`config.mk`:
```
export PLATFORM = sky130hd
export DESIGN_NAME = pc_sequencer
export DESIGN_NICKNAME = d
export VERILOG_FILES = /design/src/rtl/pico_pkg.sv /design/src/rtl/pc_next_calc.sv /design/src/rtl/pc_sequencer.sv
export SDC_FILE = /design/constraint.sdc
export NUM_CORES = 1
export LEC_CHECK = 0
export BUFFER_PORTS_ARGS = -buffer_cell sky130_fd_sc_hd__clkbuf_2
export CORE_MARGIN = 5
export CORE_UTILIZATION = 48
export DETAILED_ROUTE_END_ITERATION = 8
export HOLD_SLACK_MARGIN = 0.12
export PLACE_DENSITY = 0.76
export SYNTH_ARGS = -nofsm -noshare
export SYNTH_HDL_FRONTEND = slang
export SYNTH_SLANG_ARGS = --single-unit
```
`constraint.sdc`:
```
create_clock -name clk -period 3.2 [get_ports clk]
set_input_delay 0.48 -clock clk [delete_from_list [all_inputs] [get_ports clk]]
set_output_delay 0.48 -clock clk [all_outputs]
set_load 0.05 [all_outputs]
```
`src/rtl/pico_pkg.sv`:
```
// rtl/pico_pkg.sv - shared types and defaults for the picoMIPS PC sequencer
package pico_pkg;

  typedef enum logic [1:0] {
    RUN     = 2'd0,
    WAIT_HI = 2'd1,
    WAIT_LO = 2'd2,
    HALT    = 2'd3
  } seq_state_t;

  localparam int PSIZE_DEF = 5;

endpackage

```
`src/rtl/pc_next_calc.sv`:
```
// rtl/pc_next_calc.sv - next-PC candidate: increment, relative branch or absolute jump
module pc_next_calc
  import pico_pkg::*;
#(
  parameter int Psize = PSIZE_DEF
) (
  input  logic [Psize-1:0] pc_i,
  input  logic             take_i,
  input  logic             branch_rel_i,
  input  logic [Psize-1:0] branch_imm_i,
  output logic [Psize-1:0] pc_next_o
);

  // Adder operand is the offset for a taken relative branch, otherwise +1;
  // the Psize-bit sum wraps modulo 2**Psize by truncation.
  logic [Psize-1:0] addend;
  logic [Psize-1:0] sum;

  // Select adder operand and final candidate
  always_comb begin
    addend = (take_i && branch_rel_i) ? branch_imm_i : Psize'(1);
    sum    = pc_i + addend;
    if (take_i && !branch_rel_i) begin
      pc_next_o = branch_imm_i;
    end else begin
      pc_next_o = sum;
    end
  end

endmodule

```
`src/rtl/pc_sequencer.sv`:
```
// rtl/pc_sequencer.sv - program-counter sequencer with wait-for-switch and halt stalls
module pc_sequencer
  import pico_pkg::*;
#(
  parameter int Psize = PSIZE_DEF
) (
  input  logic             clk,
  input  logic             reset,
  input  logic             branch_en,
  input  logic             branch_rel,
  input  logic             branch_cond,
  input  logic [Psize-1:0] branch_imm,
  input  logic             wait_req,
  input  logic             halt_req,
  input  logic             go,
  output logic [Psize-1:0] PC,
  output logic             fetch_en,
  output logic             waiting,
  output logic             halted
);

  seq_state_t       state_q;
  logic [Psize-1:0] pc_q;
  logic [Psize-1:0] pc_d;
  logic             take_d;

  // A branch is only taken while executing; outside RUN the candidate is PC+1,
  // which is exactly what the WAIT_LO release needs.
  assign take_d = (state_q == RUN) && branch_en && branch_cond;

  pc_next_calc #(
    .Psize(Psize)
  ) u_next (
    .pc_i         (pc_q),
    .take_i       (take_d),
    .branch_rel_i (branch_rel),
    .branch_imm_i (branch_imm),
    .pc_next_o    (pc_d)
  );

  // Sequencer FSM and PC register; stalls hold PC, halt is terminal until reset
  always_ff @(posedge clk) begin
    if (reset) begin
      state_q <= RUN;
      pc_q    <= '0;
    end else begin
      case (state_q)
        RUN: begin
          if (halt_req) begin
            state_q <= HALT;
          end else if (wait_req) begin
            state_q <= WAIT_HI;
          end else begin
            pc_q <= pc_d;
          end
        end
        WAIT_HI: begin
          if (go) begin
            state_q <= WAIT_LO;
          end
        end
        WAIT_LO: begin
          if (!go) begin
            pc_q    <= pc_d;
            state_q <= RUN;
          end
        end
        HALT: begin
          state_q <= HALT;
        end
        default: begin
          state_q <= RUN;
        end
      endcase
    end
  end

  // Status outputs decode straight from the state register
  assign PC       = pc_q;
  assign fetch_en = (state_q == RUN);
  assign waiting  = (state_q == WAIT_HI) || (state_q == WAIT_LO);
  assign halted   = (state_q == HALT);

endmodule

```
==> impl_metrics.env, run 1 <==
export IMPL_max_vdd_ir_drop_v=0.000623
export IMPL_syn2layout_area_growth_pct=19.7
export IMPL_dp_hpwl_mm=1.18
export IMPL_post_cts_buffers=0
export IMPL_cts_buffers=3
export IMPL_n_antenna_cell=0
export IMPL_drt_iter0_drc=5
export IMPL_intPower_uw=344
export IMPL_p_leak_uw=0.000382
export IMPL_row_count=13
export IMPL_combPwrFrac_pct=69.4
export IMPL_setup_viol=0
export IMPL_yosysUniqueCellTypes=31
export IMPL_final_cell_mix="clkbuf_2, ha_1, dfxtp_1, nor2_1, inv_1"
export IMPL_hold_violations=0
export IMPL_pwr_share_seq_pct=19.4
export IMPL_max_slew_margin_pct=68.7
export IMPL_rsz0062_at_grt="false"
export IMPL_critical_path_class="reg2reg"
export IMPL_core_area_um2=1300
export IMPL_path_buf_inv=2
export IMPL_cp_max_fo=6
export IMPL_drt_first_pass_iters=5
export IMPL_ys_ff_latch=7
export IMPL_r2r_slack_ns=0.51
export IMPL_ios=21
export IMPL_postRouteAntennaNets=0
export IMPL_syn_avg_cell_area_um2=8.81
export IMPL_skew_ns=0.00761
export IMPL_tightest_slew_ns=0.469
export IMPL_final_common_cell="clkbuf_2"
export IMPL_ys_seq_area_share_pct=21.2
export IMPL_layout_drive_gt1_share_pct=34.0
export IMPL_cts_resized=0
export IMPL_netlist_area_leader_share_pct=21.2
export IMPL_gp_congestion=0.756
export IMPL_start_util_pct=50.8
export IMPL_overflow=0
export IMPL_clkPwrFrac_pct=11.2
export IMPL_clock_path_buffers=2
export IMPL_maxCapViolCount=0
export IMPL_crit_family="adder cells"
export IMPL_synthTopCellsByArea="dfxtp_1, ha_1, mux2i_1"
export IMPL_grt_pass1_wl_mm=2.48
export IMPL_period_needed_ns=2.69
export IMPL_route_vias_total=617
export IMPL_worst_setup_path_start_kind="flip-flop"
export IMPL_crit_slowest_cell="fa_1"
export IMPL_syn_inst=75
export IMPL_yosys_warnings=0
export IMPL_status="finished clean"
export IMPL_grt_use_total_pct=16.5
export IMPL_cts_hold_buf=0
export IMPL_cts_tree="done"
export IMPL_final_cells=112
export IMPL_syn_nets=98
export IMPL_portBuffers=20
export IMPL_maxSlewViolCount=0
export IMPL_routed_wl_mm=1.42
export IMPL_cts_sinks=7
export IMPL_die_h_um=47.1
export IMPL_synthesis_area_um2=661
export IMPL_grt_start_max_net_pins=11
export IMPL_fin_crit_sh_pct=84.0
export IMPL_clk_pin_slew_worst_paths_ns=0.06
export IMPL_synth_largest_area_cell="dfxtp_1"
export IMPL_finalNetCount=121
export IMPL_clock_root_buffer="clkbuf_4"
export IMPL_slowest_delay_ns=0.39
export IMPL_wl_per_cell_um=12.7
export IMPL_switching_share_pct=54.8
export IMPL_antenna_found_initial=0
export IMPL_die_width_um=47.1
export IMPL_cp_end_kind="flip-flop"
export IMPL_via_per_inst=5.51
export IMPL_critical_path_cell_chain="inv_1 > ha_1 > and3_4 > nand3b_1 > ha_1 > inv_1 > fa_1 > nand2b_1 > a21oi_4 > mux2i_1 > a2bb2oi_1 > o32ai_2"
export IMPL_hold_path_class="reg2reg"
export IMPL_p_per_area_nw_per_um2=963
export IMPL_arrival_ns=2.83
export IMPL_finalSetupTns_ns=0
export IMPL_clk_latency_ns=0.26
export IMPL_drc=0
export IMPL_die_area_um2=2220
export IMPL_required_ns=3.34
export IMPL_htreeDepth=1
export IMPL_grt_pass1_vias=596
export IMPL_switchingPower_uw=417
export IMPL_dp_cells=108
export IMPL_fmax_mhz=372
-- metal layers --
layer / GRT usage, % / vias up / part of all wire, % / routed length (µm)
met2: 26.8 / 12 / 50 / 705
met4: 8.29 / 0 / 0.91 / 13
met5: 0 / - / 0 / 0
met3: 5.75 / 4 / 5.2 / 74
li1: - / 311 / - / -
met1: 19.2 / 290 / 44 / 628
-- worst reg2reg max path, stage by stage, from the launching register on --
cell and delay, ns:
dfxtp_1 0.38, inv_1 0.10, ha_1 0.27, and3_4 0.24, nand3b_1 0.08, ha_1 0.17
inv_1 0.06, fa_1 0.39, nand2b_1 0.19, a21oi_4 0.17, mux2i_1 0.22, a2bb2oi_1 0.21
o32ai_2 0.09
-- flip-flops by register name (all words and copies together) (netlist names) --
signal and cells:
PC 5, state_q 2
-- Yosys cell counts --
library cell / count
a211oi_1: 3
a21o_1: 1
a21oi_1: 5
a21oi_2: 1
a21oi_4: 1
a2bb2oi_1: 1
and2_2: 1
and3_2: 2
and3_4: 1
and4b_1: 1
buf_1: 1
buf_6: 1
dfxtp_1: 7
fa_1: 1
ha_1: 9
inv_1: 6
mux2i_1: 3
nand2_1: 3
nand2b_1: 3
nand3_1: 1
nand3b_1: 1
nor2_1: 7
nor2b_1: 2
nor3_1: 4
o211ai_2: 1
o21a_1: 1
o21ai_0: 2
o311ai_2: 1
o32ai_2: 1
or2_2: 1
xor2_1: 2
-- logic make-up (layout without fill, tap and decap cells) --
logic type	after synthesis	in the layout	synth area share, %
AO/OA/AOI/OAI	18	18	22.9
XOR/XNOR	2	2	2.65
adder cells (fa/ha/maj)	10	10	20.1
buffers and inverters	8	30	5.68
flip-flops	7	7	21.2
multiplexers	3	3	4.55
AND/OR/NAND/NOR	27	27	22.9
-- per-stage QoR --
step | utilization, % | setup slack (ns) | hold WS [ns] | area (µm²) | power [µW]
global placement | 58.8 | 0.605 | 0.489 | 764 | 671
finish | 60.8 | 0.511 | 0.500 | 791 | 762
CTS | 60.8 | 0.502 | 0.501 | 791 | 773
global route | 60.8 | 0.323 | 0.533 | 791 | 838
detailed placement | 58.8 | 0.524 | 0.493 | 764 | 685
floorplan | - | 0.472 | 0.470 | 661 | 584
-- power by group through the flow --
stage	registers, µW	logic [µW]	clock network [µW]
CTS	148	537	88.2
detailed placement	150	535	0
global route	152	587	98.8
floorplan	218	367	0
finish	147	529	85.4
global placement	149	522	0
-- area by class of cell --
type	instances	area, µm²
clock buffer	4	26.3
fill	126	510
inverter	6	22.5
multi-input combinational	60	483
sequential	7	140
tap	15	18.8
timing repair buffer	20	100
-- worst paths after layout --
kind         startpoint          to  depth (start not counted)
min reg2reg  state_q[0]  state_q[0]                          2
max          state_q[0]       PC[4]                         12
min          state_q[0]  state_q[0]                          2
max reg2reg  state_q[0]       PC[4]                         12
No activity file was read; power rests on OpenSTA's default activity.
==> run 2: changes to the inputs <==
==> constraint.sdc (replaced) <==
create_clock -name clk -period 2.75 [get_ports clk]
set_input_delay 0.4125 -clock clk [delete_from_list [all_inputs] [get_ports clk]]
set_output_delay 0.4125 -clock clk [all_outputs]
set_load 0.05 [all_outputs]
==> run 2 against run 1 <==
Effect of this change:
- global-route usage is 1.9 points lower
- die area is the same
- total power rose by 17%
- largest power group unchanged
- highest routed layer is now met3
==> impl_metrics.env, run 2 (same netlist as run 1, synthesis figures left out) <==
export IMPL_status="finished clean"
export IMPL_via_per_inst=5.19
export IMPL_clk_latency_ns=0.25
export IMPL_grt_start_max_net_pins=11
export IMPL_wl_per_cell_um=11.8
export IMPL_start_util_pct=50.8
export IMPL_setup_viol=0
export IMPL_core_area_um2=1300
export IMPL_die_area_um2=2220
export IMPL_worst_slack_ns=0.216
export IMPL_r2r_cells=12
export IMPL_syn2layout_area_growth_pct=21.0
export IMPL_route_vias_total=586
export IMPL_layout_drive_gt1_share_pct=35.7
export IMPL_cp_end_kind="flip-flop"
export IMPL_fin_crit_sh_pct=92.2
export IMPL_fmax_mhz=395
export IMPL_cts_tree="done"
export IMPL_critical_path_class="reg2reg"
export IMPL_rr_startpoint="state_q[1]"
export IMPL_required_ns=2.88
export IMPL_max_slew_margin_pct=70.4
export IMPL_skew_ns=0.00319
export IMPL_clk_pin_slew_worst_paths_ns=0.06
export IMPL_final_common_cell="clkbuf_2"
export IMPL_hold_start="reset"
export IMPL_clock_path_buffers=2
export IMPL_maxSlewViolCount=0
export IMPL_cts_hold_buf=0
export IMPL_r2r_slack_ns=0.22
export IMPL_r2r_end="PC[4]"
export IMPL_period_needed_ns=2.53
export IMPL_tightest_slew_ns=0.443
export IMPL_drt_first_pass_iters=3
export IMPL_grt_pass1_wl_mm=2.28
export IMPL_ios=21
export IMPL_htreeDepth=1
export IMPL_p_per_area_nw_per_um2=1120
export IMPL_rsz0062_at_grt="false"
export IMPL_cts_buffers=3
export IMPL_grt_use_total_pct=14.7
export IMPL_post_cts_buffers=0
export IMPL_final_cell_mix="clkbuf_2, ha_1, nor2_1"
export IMPL_n_antenna_cell=0
export IMPL_cts_sinks=7
export IMPL_portBuffers=20
export IMPL_finalNetCount=122
export IMPL_antenna_found_initial=0
export IMPL_routed_wl_mm=1.33
export IMPL_max_vdd_ir_drop_v=0.000852
export IMPL_overflow=0
export IMPL_maxCapViolCount=0
export IMPL_finalSetupTns_ns=0
export IMPL_gp_congestion=0.796
export IMPL_drc=0
export IMPL_multiInputGateArea_um2=483
export IMPL_cp_max_fo=6
export IMPL_postRouteAntennaNets=0
export IMPL_arrival_ns=2.66
export IMPL_row_count=13
export IMPL_grt_pass1_vias=572
export IMPL_drt_iter0_drc=4
export IMPL_die_h_um=47.1
export IMPL_p_leak_uw=0.000387
export IMPL_place_ws_ns=0.209
export IMPL_die_width_um=47.1
export IMPL_hold_path_class="in2reg"
export IMPL_min_to="state_q[0]"
export IMPL_worst_setup_path_start_kind="flip-flop"
export IMPL_whs_path_depth=2
export IMPL_ff_latch_area_um2=141
export IMPL_dp_hpwl_mm=1.13
export IMPL_hold_violations=0
export IMPL_n_fill_cell=121
export IMPL_largest_reg_flops=5
export IMPL_clock_root_buffer="clkbuf_4"
==> run 2: changes by cell type in the layout (fill, tap and decap cells not counted), sizes merged <==
cell  previous run  this run
buf              0         1
==> run 2: area by class of cell <==
| cell class | instances | share of cell area, % |
|---|---|---|
| clock buffers | 4 | 3.29 |
| inverters | 6 | 2.82 |
| multi-input cells | 60 | 60.4 |
| flip-flops and latches | 7 | 17.7 |
| well taps | 15 | 2.35 |
| repair buffers | 21 | 13.5 |
==> run 2: per-stage QoR <==
step           hold WS (ns)  std cells  instance area [µm²]  utilization, %  total power, µW
4_1_cts               0.457        113                  798            61.3              905
3_3_place_gp          0.498        109                  772            59.3              791
3_5_place_dp          0.494        109                  772            59.3              801
2_1_floorplan         0.470         75                  661               -              680
6_report              0.448        113                  800            61.4              892
5_1_grt               0.460        113                  800            61.4              980
==> run 2: worst max path at each step <==
stage	from	slack, ns	endpoint
2_1_floorplan	state_q[0]	0.02	PC[4]
3_3_place_gp	state_q[0]	0.26	PC[4]
3_5_place_dp	state_q[0]	0.21	PC[4]
4_1_cts	state_q[0]	0.20	PC[4]
5_1_grt	state_q[1]	0.03	PC[4]
6_report	state_q[1]	0.22	PC[4]
==> run 2: worst max-delay path, stage by stage, from the launching register on <==
cell,delay [ns]
dfxtp_1,0.38
inv_1,0.09
ha_1,0.20
and3_4,0.20
nand3b_1,0.09
ha_1,0.17
inv_1,0.06
fa_1,0.38
nand2b_1,0.19
a21oi_4,0.16
mux2i_1,0.20
a2bb2oi_1,0.20
o32ai_2,0.09
==> run 2: per-layer routing <==
layer  GRT usage, %  wire, µm
met1           18.3       608
met2           23.6       636
met3           3.45        85
met4           7.18         0
met5              0         0
==> run 2: power breakdown <==
part	switching, µW	internal [µW]
clock	42.6	55.7
combinational	405	215
sequential	32.1	142
==> run 2: timing repair <==
item | 4_1_cts | 5_1_grt
setup endpoints to repair | 0 | 1
hold endpoints to repair | 0 | 0
resized for setup | 0 | 1
